===== src/rtl/fpu_int2float_seq_pkg.sv =====
// Shared FPU definitions: word type and FCSR rounding-mode encoding.
package fpu_int2float_seq_pkg;

  typedef logic [31:0] Word_t;

  // FCSR RM field; also used by the float-to-int converters.
  typedef enum logic [1:0] {
    RmRn = 2'd0,
    RmRz = 2'd1,
    RmRp = 2'd2,
    RmRm = 2'd3
  } fpu_rmode_t;

  // Biased exponent of 2^31, the value held when mag[31] is the leading one.
  localparam logic [7:0] ExpInit = 8'd158;

endpackage


===== src/rtl/fpu_round_single.sv =====
// Combinational rounding of a normalized 32-bit magnitude to an IEEE-754 single.
module fpu_round_single
  import fpu_int2float_seq_pkg::*;
(
  input  logic        sign_i,
  input  logic [7:0]  exp_i,
  input  logic [31:0] mag_i,
  input  logic [1:0]  rm_i,
  output logic [31:0] result_o,
  output logic        inexact_o
);

  logic [22:0] mant;
  logic        guard;
  logic        sticky;
  logic        round_up;
  logic [23:0] mant_inc;
  logic [7:0]  exp_rnd;
  logic        is_zero;

  always_comb begin
    mant     = mag_i[30:8];
    guard    = mag_i[7];
    sticky   = |mag_i[6:0];
    is_zero  = ~|mag_i;
    round_up = 1'b0;
    unique case (fpu_rmode_t'(rm_i))
      RmRn: round_up = guard & (sticky | mant[0]);
      RmRz: round_up = 1'b0;
      RmRp: round_up = ~sign_i & (guard | sticky);
      RmRm: round_up = sign_i & (guard | sticky);
    endcase
    mant_inc = {1'b0, mant} + {23'd0, round_up};
    // Mantissa carry-out renormalizes into the exponent; exp never exceeds 158 here.
    exp_rnd  = exp_i + {7'd0, mant_inc[23]};
    if (is_zero) begin
      result_o  = 32'h0;
      inexact_o = 1'b0;
    end else begin
      result_o  = {sign_i, exp_rnd, mant_inc[22:0]};
      inexact_o = guard | sticky;
    end
  end

endmodule


===== src/rtl/fpu_int2float_seq.sv =====
// Multicycle signed word to single-precision converter (cvt.s.w) with start/done handshake.
module fpu_int2float_seq
  import fpu_int2float_seq_pkg::*;
(
  input  logic        clk,
  input  logic        rst,
  input  logic        start,
  input  logic        flush,
  input  logic [31:0] operand,
  input  logic [1:0]  rmode,
  output logic        busy,
  output logic        done,
  output logic [31:0] result,
  output logic        inexact
);

  typedef enum logic [1:0] {StIdle, StNorm, StRound} state_e;

  state_e      state_q, state_d;
  logic        sign_q, sign_d;
  logic [31:0] mag_q, mag_d;
  logic [7:0]  exp_q, exp_d;
  logic [1:0]  rm_q, rm_d;
  logic        done_q, done_d;
  logic [31:0] result_q, result_d;
  logic        inexact_q, inexact_d;

  logic [31:0] rnd_result;
  logic        rnd_inexact;

  fpu_round_single u_round (
    .sign_i    (sign_q),
    .exp_i     (exp_q),
    .mag_i     (mag_q),
    .rm_i      (rm_q),
    .result_o  (rnd_result),
    .inexact_o (rnd_inexact)
  );

  always_comb begin
    state_d   = state_q;
    sign_d    = sign_q;
    mag_d     = mag_q;
    exp_d     = exp_q;
    rm_d      = rm_q;
    done_d    = 1'b0;
    result_d  = result_q;
    inexact_d = inexact_q;
    unique case (state_q)
      StIdle: begin
        if (start) begin
          sign_d  = operand[31];
          // Negating 0x80000000 wraps to 0x80000000, which is exactly 2^31 unsigned.
          mag_d   = operand[31] ? (~operand + 32'd1) : operand;
          rm_d    = rmode;
          exp_d   = ExpInit;
          state_d = StNorm;
        end
      end
      StNorm: begin
        if (mag_q == 32'd0 || mag_q[31]) begin
          state_d = StRound;
        end else if (mag_q[31:24] == 8'd0) begin
          mag_d = mag_q << 8;
          exp_d = exp_q - 8'd8;
        end else begin
          mag_d = mag_q << 1;
          exp_d = exp_q - 8'd1;
        end
      end
      StRound: begin
        result_d  = rnd_result;
        inexact_d = rnd_inexact;
        done_d    = 1'b1;
        state_d   = StIdle;
      end
      default: state_d = StIdle;
    endcase
    if (flush) begin
      state_d   = StIdle;
      done_d    = 1'b0;
      result_d  = result_q;
      inexact_d = inexact_q;
    end
  end

  always_ff @(posedge clk or posedge rst) begin
    if (rst) begin
      state_q   <= StIdle;
      sign_q    <= 1'b0;
      mag_q     <= 32'd0;
      exp_q     <= 8'd0;
      rm_q      <= 2'd0;
      done_q    <= 1'b0;
      result_q  <= 32'd0;
      inexact_q <= 1'b0;
    end else begin
      state_q   <= state_d;
      sign_q    <= sign_d;
      mag_q     <= mag_d;
      exp_q     <= exp_d;
      rm_q      <= rm_d;
      done_q    <= done_d;
      result_q  <= result_d;
      inexact_q <= inexact_d;
    end
  end

  assign busy    = (state_q != StIdle);
  assign done    = done_q;
  assign result  = result_q;
  assign inexact = inexact_q;

endmodule

===== config.mk =====
export PLATFORM = sky130hd
export DESIGN_NAME = fpu_int2float_seq
export DESIGN_NICKNAME = d
export VERILOG_FILES = /design/src/rtl/fpu_int2float_seq_pkg.sv /design/src/rtl/fpu_round_single.sv /design/src/rtl/fpu_int2float_seq.sv
export SDC_FILE = /design/constraint.sdc
export NUM_CORES = 1
export LEC_CHECK = 0
export BUFFER_PORTS_ARGS = -buffer_cell sky130_fd_sc_hd__buf_4
export CAP_MARGIN = 20
export CORE_MARGIN = 4
export CORE_UTILIZATION = 45
export CTS_CLUSTER_DIAMETER = 150
export DETAILED_ROUTE_END_ITERATION = 12
export MAX_ROUTING_LAYER = met4
export PLACE_DENSITY = 0.66
export REMOVE_ABC_BUFFERS = 1
export SETUP_SLACK_MARGIN = 0.5
export SLEW_MARGIN = 40
export SYNTH_ARGS = -nofsm -noshare
export SYNTH_HDL_FRONTEND = slang
export SYNTH_SLANG_ARGS = --single-unit

===== constraint.sdc =====
create_clock -name clk -period 4.7 [get_ports clk]
set_input_delay 1.175 -clock clk [delete_from_list [all_inputs] [get_ports clk]]
set_output_delay 1.175 -clock clk [all_outputs]
set_load 0.01 [all_outputs]

[Word-level counts from Yosys, hierarchy flattened]
Cells that the tools add are included.
Word-level totals
  flip-flop bits (word level): 79
  input bits: 38
  logic and storage cells: 61
Cells by class
  add/subtract/negate cells: 5
  eq/ne operators: 9
  mux-type cells: 18
  bitwise operators: 8
  reductions and logical operators: 13
Operator list (number)
  $mux 32: 5
  $pmux 32 s2: 1
  $add 32x1->32 const B: 1
  $logic_not 32->1: 1
  $not 32->32: 1
  $reduce_or 32->1: 1
  $add 23x1->24: 1
  $mux 8: 3
  $pmux 8 s2: 1
  $add 8x1->8: 1
  $logic_not 8->1: 1
  $sub 8x1->8 const B: 1
  $sub 8x4->8 const B: 1
  $reduce_or 7->1: 1
  $eq 2x2->1 const B: 3
  $mux 2: 3
  $ne 3x3->1 const B: 2
  $reduce_and 2->1: 3
  $eq 2x1->1 const B: 2
  $logic_not 2->1: 2
  $ne 2x2->1 const B: 2
  $pmux 1 s4: 1
  $pmux 2 s2: 1
  $reduce_bool 2->1: 2
  other kinds (6): 12

[Longest topological paths before layout]
  depth after elaboration: 7
  mapped depth: 17
  mapped depth without buffers: 16

[Hierarchy]
A second synthesis with hierarchy kept.
Unflattened totals
  cell total of the unflattened synthesis: 594
  area total of the unflattened synthesis: 5557.8 um2
By module, submodules not included
  fpu_int2float_seq: times used 1, cells each 484, area an instance 4810.9 um2, sequential area each 1976.9 um2
  fpu_round_single: times used 1, cells each 110, area an instance 747.0 um2, sequential area each 0.0 um2

[Least setup slack after synthesis]
No wires, ideal clock.
  path type: reg-to-reg
  from: reg mag_q[0]
  to: reg result_q[29] (netlist: result[29])
  library setup time: 133 ps
  arrival: 3448 ps
  data required time: 4567 ps
  setup slack: 1119 ps
  cell stages (with the launch flop): 18
  path buffers: 1
  clock period less this slack: 3581 ps
  path through: dfrtp_1 -> or4_1 -> or4_1 -> or2_2 -> a21oi_1 -> nor3_1 -> ha_1 -> and3_1 -> clkbuf_1 -> nand4_1 -> nor4_1 -> and2_1 -> ha_1 -> ha_1 -> nand3_1 -> nor2_1 -> xnor2_1 -> o21ai_0
Between the ends
  longest elaborated chain between the ends: 7
  elaborated cells on any way between the ends: 11
Ends and longest elaborated chain
  start, declared: line fpu_int2float_seq.sv:21  | logic [31:0] mag_q, mag_d;
  start signal, assigned: line fpu_int2float_seq.sv:100  | mag_q <= mag_d;
  $reduce_or 7->1: line fpu_round_single.sv:24  | sticky = |mag_i[6:0];
  $or 1x1->1, on equally long branches: line fpu_round_single.sv:30, fpu_round_single.sv:31, fpu_round_single.sv:28
  $and 1x1->1, on equally long branches: line fpu_round_single.sv:31, fpu_round_single.sv:28, fpu_round_single.sv:30
  $pmux 1 s4: line fpu_round_single.sv:27  | unique case (fpu_rmode_t'(rm_i))
  $add 23x1->24: line fpu_round_single.sv:33  | mant_inc = {1'b0, mant} + {23'd0, round_up};
  $add 8x1->8: line fpu_round_single.sv:35  | exp_rnd = exp_i + {7'd0, mant_inc[23]};
  $mux 32 (*): line fpu_round_single.sv:36  | if (is_zero) begin
  end signal, assigned: line fpu_int2float_seq.sv:104  | result_q <= result_d;
  end, declared: line fpu_int2float_seq.sv:25  | logic [31:0] result_q, result_d;
Mark *: on every way between the ends. The rest lies on a longest branch, timed or not.
A chain may end at the register's enable or synchronous reset.

[Worst setup path after layout]
Ends and elaborated chain as after synthesis.

==> flow_summary.json <==
{
  "outcome": "finished, final reports clean",
  "final_antenna_net_count": 0,
  "syn_inst": 608,
  "async_flop_share": 1.00,
  "ios": 73,
  "synth_compound_area_frac": 0.203,
  "nNetsFinal": 697,
  "rr_worst_depth": 16,
  "synth_mux_area_frac": 0.0566,
  "clock_skew_ns": 0.00896,
  "synth_seq_cells": 79,
  "synth-xor-area-share": 0.0671,
  "cp.required_ns": 4.88,
  "final-setup-viol-count": 0,
  "grt_antenna_before_repair": 0,
  "cts.sinks": 79,
  "grt_remaining_overflow": 0,
  "crit_path_end_kind": "flop",
  "io_buffers": 72,
  "cp_common_cell": "ha_1",
  "worst_pin_slew_ns": 0.880,
  "synth_edf_count": 0,
  "rsz0062_at_grt": "no",
  "place_area_sq_um": 5820,
  "fin_tns_setup_ns": 0,
  "slowest_delay_ns": 0.55,
  "cts_tree": "done",
  "crit_type": "reg -> reg",
  "drv_cap": 0,
  "finalHoldViolations": 0,
  "die-area_sq_um": 13400,
  "areaGrowthSynthToFinish_pct": 17.9,
  "ir_worst_vdd_mv": 0.296,
  "period_minus_slack_ns": 3.82,
  "ctsResizeCount": 0,
  "avgSynthCellArea_sq_um": 8.58,
  "dp_hpwl_um": 10500,
  "drive_above_1_share": 0.183,
  "fmax_ghz": 0.262,
  "period_share": 0.812,
  "initial_core_util": 0.459,
  "first_global_vias": 4467,
  "first_iter_violations": 442,
  "post-route-util": 0.541,
  "drv_slew": 0,
  "hold_depth": 2,
  "cts_setup_buffers": 0,
  "diodes": 0,
  "synth_simple_gate_area_frac": 0.227,
  "power.total_mw": 3.05,
  "place_ws_ns": 0.892,
  "min_path_type": "reg -> reg",
  "nFillCells": 1078,
  "crit_chain": "or4_1 > or4_1 > or2_2 > a21oi_1 > nor3_1 > ha_1 > and3_1 > nand4_1 > nor4_1 > and2_1 > ha_1 > ha_1 > nand3_1 > nor2_1 > xnor2_1 > o21ai_0",
  "p_leak_nw": 2.60,
  "synth_fa_ha_area_frac": 0.0216,
  "crit_path_start_kind": "flop",
  "power.density_nw_per_um2": 496,
  "rows": 39,
  "clk_root_buffer_cell": "clkbuf_16",
  "synth-main-ff-cell": "dfrtp_1",
  "wirelength_um": 14400,
  "die_h_um": 116,
  "cts_buffers": 9,
  "synth_area_sq_um": 5220,
  "gp_congestion": 0.899,
  "cts_buffer_depth": 2,
  "post_drt_via_cell_ratio": 6.08,
  "synth_top_family_by_area": "simple AND/OR/NAND/NOR gates",
  "fin_area_sq_um": 6150,
  "clkTransAtPathRegs_ns": 0.06,
  "yosys_warnings": 0,
  "grt_pass1_wl_um": 22900,
  "grt_max_degree": 51,
  "seqCellArea_sq_um": 1980,
  "cp_data_arrival_time_ns": 4.00,
  "hold_buffers": 0,
  "critPathMaxFanout": 8,
  "firstDrtPassIters": 5,
  "grt_use_total": 0.221,
  "yosysUniqueCellTypes": 60,
  "die_w_um": 116,
  "slew_headroom": 0.412,
  "htree_levels": 3,
  "cpMaxStageDelayCell": "or4_1",
  "drc": 0,
  "clock_latency_ns": 0.33,
  "core_area_sq_um": 11400,
  "yosysSeqAreaShare": 0.379,
  "wl_per_cell_um": 18.1,
  "fin_ws_ns": 0.883,
  "multiInputGateArea_sq_um": 3010,
  "vias": 4842
}
-- registers in the layout (all words and copies together) (netlist names) --
name     count
done         1
rm_q         2
mag_q       32
state_q      2
result      32
exp_q        8
inexact      1
sign_q       1
-- routing by layer --
metal	share of wire	global-route usage	wire [um]
met2	0.44	0.315	6390
met3	0.073	0.0308	1050
met4	0.016	0.0820	236
met1	0.47	0.320	6730
met5	0	-	0
-- placed cells by master (no fill, tap or decap), types with 9 or more instances in the layout --
| cell type | synthesis | final |
|---|---|---|
| a21oi_1 | 33 | 33 |
| a22o_1 | 10 | 10 |
| a31oi_1 | 12 | 12 |
| and3_1 | 12 | 12 |
| buf_4 | 0 | 81 |
| clkbuf_16 | 0 | 9 |
| dfrtp_1 | 79 | 79 |
| ha_1 | 9 | 9 |
| inv_1 | 12 | 11 |
| mux2_2 | 10 | 10 |
| mux2i_1 | 16 | 16 |
| nand2_1 | 72 | 72 |
| nand3_1 | 28 | 28 |
| nor2_1 | 31 | 30 |
| nor3_1 | 21 | 21 |
| nor4_1 | 14 | 14 |
| o21ai_0 | 43 | 43 |
| or4_1 | 11 | 11 |
| xnor2_1 | 22 | 22 |
| xor2_1 | 18 | 18 |
-- power by group --
| group | switching [mW] | leakage [nW] | internal (mW) |
|---|---|---|---|
| combinational | 0.511 | 1.46 | 0.507 |
| clock | 0.263 | 0.165 | 0.505 |
| sequential | 0.340 | 0.970 | 0.925 |
| total | 1.11 | 2.60 | 1.94 |
-- cells by family after synthesis --
family	Yosys count
AND/OR/NAND/NOR	233
AO/OA/AOI/OAI	157
flip-flops	79
buffers and inverters	62
XOR/XNOR	40
multiplexers	28
adder cells (fa/ha/maj)	9
-- cells in the mapped netlist (7+ instances only) --
library cell   n  area [sq um]
nor4_1        14          87.6
mux2_2        10           113
xor2_1        18           158
nand4_1        8          50.1
nor2_1        31           116
clkbuf_1      40           150
dfrtp_1       79          1980
a22o_1        10          87.6
ha_1           9           113
and3_1        12          75.1
o21ai_0       43           215
nand3_1       28           140
mux2i_1       16           160
inv_1         12          45.0
nand2_1       72           270
o41ai_1        7          61.3
nor3_1        21           105
xnor2_1       22           193
nand2b_1       8          50.1
a31oi_1       12          75.1
or4_1         11          82.6
a21oi_1       33           165
a211oi_1       8          60.1
-- path summary, 6_finish.rpt --
check                           from          to  slack [ns]
setup / recovery            mag_q[0]  result[29]        0.88
hold / removal             result[9]   result[9]        0.48
setup reg to reg            mag_q[0]  result[29]        0.88
hold reg to reg            result[9]   result[9]        0.48
max in group asynchronous        rst   mag_q[13]        2.72
min in group asynchronous        rst   result[2]        0.93
-- worst max-delay path, delay by kind of cell (launching register included) --
kind / cells / cell delay, ns
AO/OA/AOI/OAI: 2 / 0.22
XOR/XNOR: 1 / 0.12
flip-flops: 1 / 0.41
AND/OR/NAND/NOR: 10 / 2.31
adder cells (fa/ha/maj): 3 / 0.60
-- cell type report --
type / instances / area share
multi-input combinational: 467 / 0.490
timing repair buffer: 81 / 0.0988
inverter: 12 / 0.00732
sequential: 79 / 0.321
clock inverter: 3 / 0.0106
clock buffer: 12 / 0.0433
tap: 143 / 0.0291
-- metrics by stage --
| stage | hold slack [ns] | cells |
|---|---|---|
| after floorplan | 0.467 | 558 |
| after global routing | 0.510 | 797 |
| final | 0.479 | 797 |
| after global placement | 0.466 | 782 |
| after CTS | 0.487 | 797 |
| after detailed placement | 0.472 | 782 |
Power figures use the tool's default switching activity.
